==> src/rtl/smpl_capture.sv <==
// smpl_capture: circular sample-RAM capture controller with
// pre-trigger history, post-trigger count and frozen read start.
//
// Ports:
//   clk, rst_n        clock, async active-low reset
//   wrt_smpl, smpl    sample strobe and 8-bit packed word
//   run               capture enable level (0 aborts)
//   triggered         trigger event
//   trig_pos          words to store after the trigger
//   clr_done          host acknowledge of capture_done
//   we, waddr, wdata  registered RAM write port
//   armed             enough history held, trigger accepted
//   capture_done      capture finished, RAM frozen
//   trig_addr         oldest word address when done
module smpl_capture #(
  parameter int ADDR_W = 9
) (
  input  logic              clk,
  input  logic              rst_n,
  input  logic              wrt_smpl,
  input  logic [7:0]        smpl,
  input  logic              run,
  input  logic              triggered,
  input  logic [ADDR_W-1:0] trig_pos,
  input  logic              clr_done,
  output logic              we,
  output logic [ADDR_W-1:0] waddr,
  output logic [7:0]        wdata,
  output logic              armed,
  output logic              capture_done,
  output logic [ADDR_W-1:0] trig_addr
);

  localparam logic [ADDR_W:0] DEPTH_C =
    {1'b1, {ADDR_W{1'b0}}};

  typedef enum logic [1:0] {
    IDLE,
    CAPT,
    POST,
    DONE
  } state_t;

  state_t              r_state;
  state_t              w_state_nxt;
  logic [ADDR_W-1:0]   r_tp;
  logic [ADDR_W-1:0]   r_ptr;
  logic [ADDR_W:0]     r_pre;
  logic [ADDR_W-1:0]   r_post;

  logic                w_acc;
  logic                w_trig;
  logic                w_post_end;
  logic                w_start;
  logic [ADDR_W-1:0]   w_tp_nxt;
  logic [ADDR_W:0]     w_pre_nxt;
  logic [ADDR_W:0]     w_thresh;

  assign w_post_end = (r_post == r_tp);
  assign w_start    = (r_state == IDLE) & run;

  // trig_pos is only sampled while idle, so
  // mid-capture changes are ignored.
  assign w_tp_nxt = (r_state == IDLE) ?
                    trig_pos : r_tp;

  assign w_thresh = DEPTH_C - {1'b0, w_tp_nxt};

  always_comb begin
    w_state_nxt = r_state;
    w_acc       = 1'b0;
    w_trig      = 1'b0;
    unique case (r_state)
      IDLE: begin
        if (run) w_state_nxt = CAPT;
      end
      CAPT: begin
        if (!run) begin
          w_state_nxt = IDLE;
        end else begin
          w_acc = wrt_smpl;
          if (armed & triggered) begin
            w_trig      = 1'b1;
            w_state_nxt = POST;
          end
        end
      end
      POST: begin
        if (!run) begin
          w_state_nxt = IDLE;
        end else if (w_post_end) begin
          w_state_nxt = DONE;
        end else begin
          w_acc = wrt_smpl;
        end
      end
      DONE: begin
        if (!run | clr_done) w_state_nxt = IDLE;
      end
      default: w_state_nxt = IDLE;
    endcase
  end

  // History counter saturates at DEPTH so armed
  // stays true however long the pre-trigger wraps.
  always_comb begin
    w_pre_nxt = r_pre;
    if (r_state == IDLE) begin
      w_pre_nxt = '0;
    end else if ((r_state == CAPT) & w_acc &
                 (r_pre != DEPTH_C)) begin
      w_pre_nxt = r_pre + 1'b1;
    end
  end

  always_ff @(posedge clk or negedge rst_n) begin
    if (!rst_n) begin
      r_state      <= IDLE;
      r_tp         <= '0;
      r_ptr        <= '0;
      r_pre        <= '0;
      r_post       <= '0;
      we           <= 1'b0;
      waddr        <= '0;
      wdata        <= '0;
      armed        <= 1'b0;
      capture_done <= 1'b0;
      trig_addr    <= '0;
    end else begin
      r_state <= w_state_nxt;
      r_tp    <= w_tp_nxt;
      r_pre   <= w_pre_nxt;
      we      <= w_acc;
      // Computed from next-state values so armed
      // rises with the write that satisfies it.
      armed   <= (w_state_nxt == CAPT) &
                 (w_pre_nxt >= w_thresh);
      capture_done <= (w_state_nxt == DONE);

      if (w_start) begin
        r_ptr     <= '0;
        waddr     <= '0;
        trig_addr <= '0;
      end

      if (w_acc) begin
        wdata <= smpl;
        waddr <= r_ptr;
        r_ptr <= r_ptr + 1'b1;
      end

      if (w_trig) begin
        r_post <= '0;
      end else if ((r_state == POST) & w_acc) begin
        r_post <= r_post + 1'b1;
      end

      // Next-write address is the oldest word.
      if ((r_state == POST) &
          (w_state_nxt == DONE)) begin
        trig_addr <= r_ptr;
      end
    end
  end

endmodule

==> config.mk <==
export PLATFORM = sky130hd
export DESIGN_NAME = smpl_capture
export DESIGN_NICKNAME = d
export VERILOG_FILES = /design/src/rtl/smpl_capture.sv
export SDC_FILE = /design/constraint.sdc
export NUM_CORES = 1
export LEC_CHECK = 0
export ABC_AREA = 1
export CORE_MARGIN = 2
export CORE_UTILIZATION = 55
export CTS_BUF_LIST = sky130_fd_sc_hd__clkbuf_8
export DETAILED_ROUTE_END_ITERATION = 7
export HOLD_SLACK_MARGIN = 0.08
export PLACE_DENSITY = 0.8
export SLEW_MARGIN = 20
export SYNTH_ARGS = -nofsm -noshare
export SYNTH_HDL_FRONTEND = slang
export SYNTH_SLANG_ARGS = --single-unit
export TNS_END_PERCENT = 100
==> constraint.sdc <==
create_clock -name clk -period 3.2 [get_ports clk]
set_clock_uncertainty 0.05 [all_clocks]
set_input_delay 0.64 -clock clk [delete_from_list [all_inputs] [get_ports clk]]
set_output_delay 0.64 -clock clk [all_outputs]
set_load 0.05 [all_outputs]
==> impl_metrics.yaml, run 1 <==
synthesis:
  ys_top_cells_by_count: "nand2_1, dfrtp_1, inv_1"
  synth-async-reset-ratio: 1.000
  synth_most_common_cell: "nand2_1"
  synth_top_cell_by_area: "dfrtp_1"
  synth-seq-area-share: 0.4475
  synth_top_area_share: 0.4475
  muxShareOfSynthArea: 0
  ys_ff_latch: 68
  synth_flop_cell: "dfrtp_1"
  synthSimpleGateAreaFrac: 0.2662
  synthAdderAreaFrac: 0.06252
  netlist_area_mm2: 0.003802
  synth_xor_area_frac: 0.05758
  avgSynthCellArea_um2: 8.526
  yosysWarnings: 0
  ys_types: 42
  synthTopCellsByArea: "dfrtp_1, nand2_1, ha_1"
  synth_compound_area_frac: 0.09411
  synth_edf_count: 0
  syn-num-nets: 488
  syn_inst: 446
  synth_top_family_by_area: "simple AND/OR/NAND/NOR gates"
power_and_ir_drop:
  power.leakage_nw: 2.179
  p_per_area_mw_per_mm2: 695.8
  max-vdd-ir-drop_uv: 530.0
  total_power_mw: 3.264
placement:
  dpl_cell_area_mm2: 0.004429
  gp_congestion: 0.9174
  place_inst: 579
  dp_hpwl_mm: 6.315
  port_buffers: 51
cts:
  cts_root_buffer: "clkbuf_8"
  ctsLongestPathBuffers: 2
  clock_latency_ns: 0.36
  cts_tree: "yes"
  clk_pin_slew_ns: 0.08
  clock-sinks: 68
  numCtsBuffers: 9
  cts_max_level: 3
sta:
  tightest_slew_ns: 0.8647
  slew_violations: 0
  finalSetupViolCount: 0
  maxSlewHeadroom: 0.4235
  hold_viol: 0
  period_minus_slack_ns: 3.024
  fmax_ghz: 0.3307
  finalCritPeriodShare: 0.9451
grt:
  grt_pass1_vias: 3232
  grt_use_total: 0.2606
  grt_overflow: 0
  antenna_found_initial: 0
  grt_max_degree: 69
  grt_pass1_wl_mm: 15.28
detailed_routing:
  postRouteWirelength_mm: 9.243
  drc: 0
  dr.pass1.iters: 6
  top_layer: "met4"
  m1WireLength_mm: 3.980
  drtIter0Drc: 196
  vias: 3301
  antenna_left: 0
  avgViaCountPerCell: 5.529
  met2_length_mm: 4.502
  post_drt_wl_per_cell_um: 15.48
  route.met3.wl_um: 567
hold_path:
  hold_path.class: "input pin to asynchronous set/reset pin"
floorplan:
  start_util: 0.5628
  die_h_um: 87.15
  die_w_um: 87.15
  io_pins: 52
  die_area_mm2: 0.007594
  core_area_mm2: 0.006756
  rows: 30
worst_setup_path:
  crit_start: "r_state[0]"
  start_kind: "flop"
  cp_max_fo: 20
  rrSetupSlack_ns: 0.18
  end_kind: "flop"
  rr_worst_depth: 17
  cp.arrival_ns: 3.25
  path_class: "flop to flop"
  worst_ep_required_time_ns: 3.42
  rr_startpoint: "r_state[0]"
layout:
  drive_above_1_share: 0.1373
  post-route-cell-area_mm2: 0.004691
  fillers: 536
  stdcell_count: 597
  area_delta_synth_final_pct: 23.36
  num_antenna_cells: 0
  nets: 555
status:
  outcome: "finished, final reports clean"
run:
  drv_cap: 0
[state kept, by name, indices dropped and copies added, names as in the netlist]
register and count:
r_state 2, capture_done 1, trig_addr 9, wdata 8, we 1, r_tp 9, armed 1, r_post 9
r_pre 10, r_ptr 9, waddr 9
[area by class of cell]
type                    instances  area (µm²)  area share
flip-flops and latches         68        1702      0.3628
well taps                      80       100.1     0.02134
repair buffers                 67       625.6      0.1334
clock inverters                 6       65.06     0.01387
multi-input cells             315        1877      0.4001
inverters                      52       197.7     0.04214
clock buffers                   9       123.9     0.02641
[metrics by stage]
stage	setup TNS, ns	utilization	hold slack (ns)	setup slack, ns
floorplan	0	-	0.2944	0.4628
CTS	0	0.6835	0.4365	0.1015
global placement	0	0.6556	0.4136	0.04554
global route	-0.01690	0.6943	0.4604	-0.01690
detailed placement	-0.06996	0.6556	0.4157	-0.06996
finish	0	0.6943	0.4307	0.1757
[critical path: stages, from the launching register on]
cell       delay (ns)
dfrtp_1          0.42
inv_2            0.09
ha_4             0.18
buf_4            0.22
o21ai_2          0.22
inv_2            0.09
nor3_4           0.22
nand3_2          0.11
nor2_2           0.14
nand2_1          0.07
xor2_1           0.15
ha_1             0.31
nand2_1          0.08
nor2_2           0.13
o211ai_1         0.11
o2111ai_1        0.11
nor2_1           0.06
nor3b_1          0.17
[placed cells by master (no fill, tap or decap), types with 4 or more instances in the layout]
cell and n:
nand2_1 100, nand3_1 30, inv_1 42, nor2_2 4
nor3_1 9, nand4_1 14, clkdlybuf4s50_1 50, ha_1 17
inv_2 9, a21oi_1 11, xor2_1 19, xnor2_1 6
nor3_2 4, o21ai_1 4, o22ai_1 4, o21ai_0 23
nor2_1 26, nand2_2 4, dfrtp_1 68, or2_1 7
clkbuf_8 9, buf_4 16
[power by group]
part | internal (mW) | total (mW) | switching [mW]
Clock | 0.357 | 0.708 | 0.352
Combinational | 0.483 | 1.40 | 0.919
Sequential | 1.01 | 1.15 | 0.142
[logic make-up after synthesis]
kind of cell,after synthesis
xor gates and xnor gates,25
buffers and inverters,63
adders and majority gates,19
DFF,68
and+or+nand+nor,212
AOI/OAI and AO/OA,59
[repair_timing]
item                                    4_1_cts  5_1_grt
endpoints found under the setup margin        0        1
hold buffers                                  0        0
setup buffers                                 0        3
gates resized for setup                       0       12
[per-layer routing]
metal	vias up	GRT usage
met5	-	0
met4	0	0.1063
met3	22	0.05024
met2	123	0.4303
met1	1558	0.3379
li1	1598	-
[final timing paths]
check,end
worst max register to register,armed
worst min-delay path,r_pre[5]
worst max-delay path,armed
min in group clk,wdata[0]
max in group asynchronous,r_tp[7]
worst min register to register,wdata[0]
No activity file was read; power rests on OpenSTA's default activity.
==> inputs of run 2 (changes only) <==
- CORE_UTILIZATION: 55 -> 51
- PLACE_DENSITY: 0.8 -> 0.78
- clock period: 3.2 -> 2.5 ns (I/O delays scaled with it)
==> run 2 against run 1 <==
Effect of this change: the flow now finishes with violations (setup timing); utilization is 1.2 points higher; sequential cell count stayed put; final cell count is 12% higher; register-to-register slack worse by 0.60 ns; maximum frequency is 3.3% higher; via count is 7.1% higher; largest cell class unchanged; largest power group unchanged.
==> impl_metrics.yaml, run 2 (same netlist as run 1, synthesis figures left out) <==
detailed_routing:
  drc: 0
  antenna_left: 0
  avgViaCountPerCell: 5.311
  vias: 3537
  drtIter0Drc: 207
  post_drt_wl_per_cell_um: 14.38
  dr.pass1.iters: 8
  postRouteWirelength_mm: 9.577
cts:
  cts_hold_buffers: 0
  cts_root_buffer: "clkbuf_8"
  numCtsBuffers: 9
  cts_tree: "yes"
  ctsLongestPathBuffers: 2
  clock_latency_ns: 0.35
  cts_max_level: 3
  clk_pin_slew_ns: 0.08
  clock-sinks: 68
sta:
  hold_viol: 0
  rsz0062_at_grt: "yes"
  slew_violations: 0
  tightest_slew_ns: 0.5489
  hold_slack_ns: 0.07636
  finalCritPeriodShare: 1.171
  setup_slack_ns: -0.4273
  finalSetupViolCount: 1
  period_minus_slack_ns: 2.927
  maxSlewHeadroom: 0.6329
  fmax_ghz: 0.3416
power_and_ir_drop:
  total_power_mw: 4.654
  power.leakage_nw: 2.443
  p_per_area_mw_per_mm2: 908.7
  max-vdd-ir-drop_uv: 701.8
placement:
  dp_hpwl_mm: 7.042
  dp_slack_ns: -0.6032
  gp_congestion: 0.9145
  port_buffers: 51
layout:
  final_cell_mix: "nand2_1, dfrtp_1, buf_4"
  area_delta_synth_final_pct: 34.68
  largest_reg_flops: 10
  drive_above_1_share: 0.2169
  nets: 605
  final_common_cell: "nand2_1"
  largest_register: "r_pre"
  num_antenna_cells: 0
grt:
  grt_pass1_wl_mm: 16.53
  grt_use_total: 0.2486
  grt_pass1_vias: 3613
  grt_max_degree: 30
  grt_overflow: 0
  antenna_found_initial: 0
floorplan:
  core_area_mm2: 0.007253
  io_pins: 52
  die_h_um: 90.35
  start_util: 0.5242
  die_area_mm2: 0.008162
  rows: 31
  die_w_um: 90.35
worst_setup_path:
  cp_max_fo: 9
  start_kind: "flop"
  worst_ep_required_time_ns: 2.69
  end_kind: "flop"
  path_class: "flop to flop"
  cp.arrival_ns: 3.12
run:
  drv_cap: 0
status:
  outcome: "finished, violations left"
  violations: "setup timing"
hold_path:
  hold_path.class: "input pin to asynchronous set/reset pin"
[run 2: report_power, final]
group / switching, mW / total (mW) / internal, mW
Sequential: 0.156 / 1.45 / 1.30
Combinational: 1.25 / 2.10 / 0.854
Clock: 0.442 / 1.10 / 0.660
Total: 1.84 / 4.65 / 2.81
[run 2: layer usage]
layer	vias to the layer above	share of wire	routed length, µm	global-route usage
met3	34	0.054	513	0.04090
met2	151	0.49	4654	0.4110
li1	1703	-	-	-
met5	-	0	0	0
met4	0	0.033	318	0.1154
met1	1649	0.43	4091	0.3206
[run 2: cell type report]
type                            instances  area, µm²
Clock inverter                          6      112.6
Timing Repair Buffer                  117       1001
Clock buffer                            9      123.9
Fill cell                             560       2132
Tap cell                               99      123.9
Sequential cell                        68       1702
Multi-Input combinational cell        315       1861
Inverter                               52      197.7
[run 2: per-stage QoR]
stage                 util  setup TNS (ns)  cell area [µm²]  instances
CTS                 0.7050         -0.3589             5114        666
global route        0.7061         -0.6389             5121        666
global placement    0.6688         -0.4680             4851        649
finish              0.7061         -0.4273             5121        666
detailed placement  0.6688         -0.6032             4851        649
floorplan                -         -0.1468             3817        446
[run 2: worst max-delay path, cell delays in order (launching register included)]
cell and delay (ns):
dfrtp_1 0.39, inv_2 0.11, ha_1 0.19, nand2_1 0.07, nor2_1 0.10, nand2_1 0.07, nor2_2 0.12, nand2_1 0.10
nand2_4 0.08, inv_4 0.04, nand2_2 0.17, buf_4 0.16, nand2_1 0.05, a21oi_1 0.21, ha_1 0.28, nand2_1 0.15
nor2_4 0.06, o211ai_1 0.10, o2111ai_1 0.15, nor2_1 0.11, nor3b_1 0.05
[run 2: final timing paths]
check,to,cells past startpoint,slack [ns],start
min in group clk,wdata[7],2,0.44,wdata[7]
hold / removal,we,1,0.08,rst_n
max in group asynchronous,r_tp[6],2,1.52,rst_n
setup reg to reg,armed,20,-0.43,r_state[0]
setup / recovery,armed,20,-0.43,r_state[0]
hold reg to reg,wdata[7],2,0.44,wdata[7]
[run 2: timing repair]
item	in CTS	in global routing
endpoints found under the setup margin	1	1
pin swaps	1	1
setup buffers	2	0
resized for setup	4	2
==> inputs of run 3 (changes only) <==
- CORE_UTILIZATION: 51 -> 55
- PLACE_DENSITY: 0.78 -> 0.8
- SLEW_MARGIN: 20 -> default
- clock period: 2.5 -> 3.3 ns (I/O delays scaled with it)
==> run 3 against run 2 <==
Effect of this change: sequential power decreased by 23%; clock-buffer cell count increased by 2; combinational power decreased by 38%; critical endpoint unchanged; setup slack improved by 0.67 ns; utilization decreased by 1.1 points; sequential cell count unchanged; register-to-register slack improved by 0.67 ns; critical path depth decreased by 2; the flow now finishes without violations; critical path type unchanged; final cell count decreased by 11%; global-route usage increased by 1.7 points; via count decreased by 5.7%.
==> impl_metrics.yaml, run 3 (same netlist as run 1, synthesis figures left out) <==
status:
  outcome: "finished, final reports clean"
detailed_routing:
  postRouteWirelength_mm: 9.336
  antenna_left: 0
  vias: 3336
  drtIter0Drc: 183
  drc: 0
  dr.pass1.iters: 5
  post_drt_wl_per_cell_um: 15.72
  avgViaCountPerCell: 5.616
layout:
  largest_reg_flops: 10
  final_cell_mix: "nand2_1, dfrtp_1, clkdlybuf4s50_1"
  final_common_cell: "nand2_1"
  area_delta_synth_final_pct: 23.53
  num_antenna_cells: 0
  stdcell_count: 594
  drive_above_1_share: 0.1245
  fillers: 551
  nets: 551
  largest_register: "r_pre"
sta:
  finalCritPeriodShare: 0.9258
  fin_setup_tns_ns: 0
  period_minus_slack_ns: 3.055
  maxSlewHeadroom: 0.5935
  fmax_ghz: 0.3273
  hold_viol: 0
  finalSetupViolCount: 0
  setup_slack_ns: 0.2448
  tightest_slew_ns: 0.6098
  rsz0062_at_grt: "no"
  slew_violations: 0
worst_setup_path:
  end_kind: "flop"
  start_kind: "flop"
  worst_ep_required_time_ns: 3.51
  cp_max_fo: 13
  rrSetupSlack_ns: 0.24
  path_class: "flop to flop"
  rr_worst_depth: 18
  cp.arrival_ns: 3.26
hold_path:
  hold_path.class: "input pin to asynchronous set/reset pin"
grt:
  antenna_found_initial: 0
  grt_max_degree: 29
  met1_usage: 0.3528
  grt_use_total: 0.2660
  grt_util_met2: 0.4268
  grt_overflow: 0
  gr-usage-met3: 0.04645
  grt_pass1_vias: 3353
  grt_pass1_wl_mm: 15.86
  busiest_layer: "met2"
power_and_ir_drop:
  power.leakage_nw: 2.192
  max-vdd-ir-drop_uv: 455.0
  p_per_area_mw_per_mm2: 704.1
  total_power_mw: 3.307
floorplan:
  start_util: 0.5628
  die_h_um: 87.15
  core_area_mm2: 0.006756
  die_area_mm2: 0.007594
  io_pins: 52
  rows: 30
  die_w_um: 87.15
cts:
  cts_root_buffer: "clkbuf_8"
  cts_max_level: 3
  clock-sinks: 68
  clk_pin_slew_ns: 0.07
  cts_tree: "yes"
  clock_latency_ns: 0.35
  ctsLongestPathBuffers: 2
  numCtsBuffers: 9
placement:
  place_inst: 577
  dp_hpwl_mm: 6.534
  gp_congestion: 0.9127
  dp_slack_ns: 0.04361
  port_buffers: 51
run:
  drv_cap: 0
## run 3: critical path, cell delays in order, from the launching register on
cell and delay (ns):
dfrtp_1 0.43, inv_1 0.09, ha_1 0.19, inv_2 0.12, or2_0 0.23, o21ai_2 0.09
ha_1 0.24, nand3_2 0.10, nor2_1 0.10, nand2_1 0.11, nor3_2 0.15, xor2_1 0.09
ha_1 0.28, nand2_1 0.09, nor2_1 0.15, o211ai_1 0.11, o2111ai_1 0.11, nor2_1 0.07
nor3b_1 0.19
## run 3: per-stage QoR
stage                     hold WS [ns]    util  cell area (µm²)
after floorplan                 0.3144       -             3802
after global placement          0.4135  0.6533             4414
after detailed placement        0.4191  0.6533             4414
after CTS                       0.2904  0.6917             4673
after global routing            0.3223  0.6952             4697
final                           0.2698  0.6952             4697
## run 3: final timing paths
kind / from / end
min in group clk: wdata[0] / wdata[0]
worst max-delay path: r_state[1] / armed
worst min register to register: wdata[0] / wdata[0]
max in group asynchronous: rst_n / r_post[7]
worst max register to register: r_state[1] / armed
worst min-delay path: rst_n / r_pre[6]
## run 3: what timing repair did
item	4_1_cts	5_1_grt
setup buffers	0	1
resized for setup	0	4
hold buffers	0	0
setup endpoints to repair	0	1
## run 3: area by class of cell
type                            instances  area [µm²]  share of cell area
Clock buffer                           11       151.4             0.03223
Sequential cell                        68        1702              0.3623
Clock inverter                          5       107.6             0.02291
Multi-Input combinational cell        315        1843              0.3924
Tap cell                               80       100.1             0.02131
Timing Repair Buffer                   63       595.6              0.1268
Inverter                               52       197.7             0.04209
## run 3: routing by layer
layer  vias up  routed length, µm
li1       1588                  -
met1      1593               4063
met2       122               4478
met3        33                509
met4         0                284
met5         -                  0
## run 3: report_power, final
group | switching [mW] | internal (mW) | total, mW | leakage, nW
Clock | 0.335 | 0.546 | 0.881 | 0.130
Combinational | 0.871 | 0.439 | 1.31 | 1.18
Sequential | 0.135 | 0.981 | 1.12 | 0.884
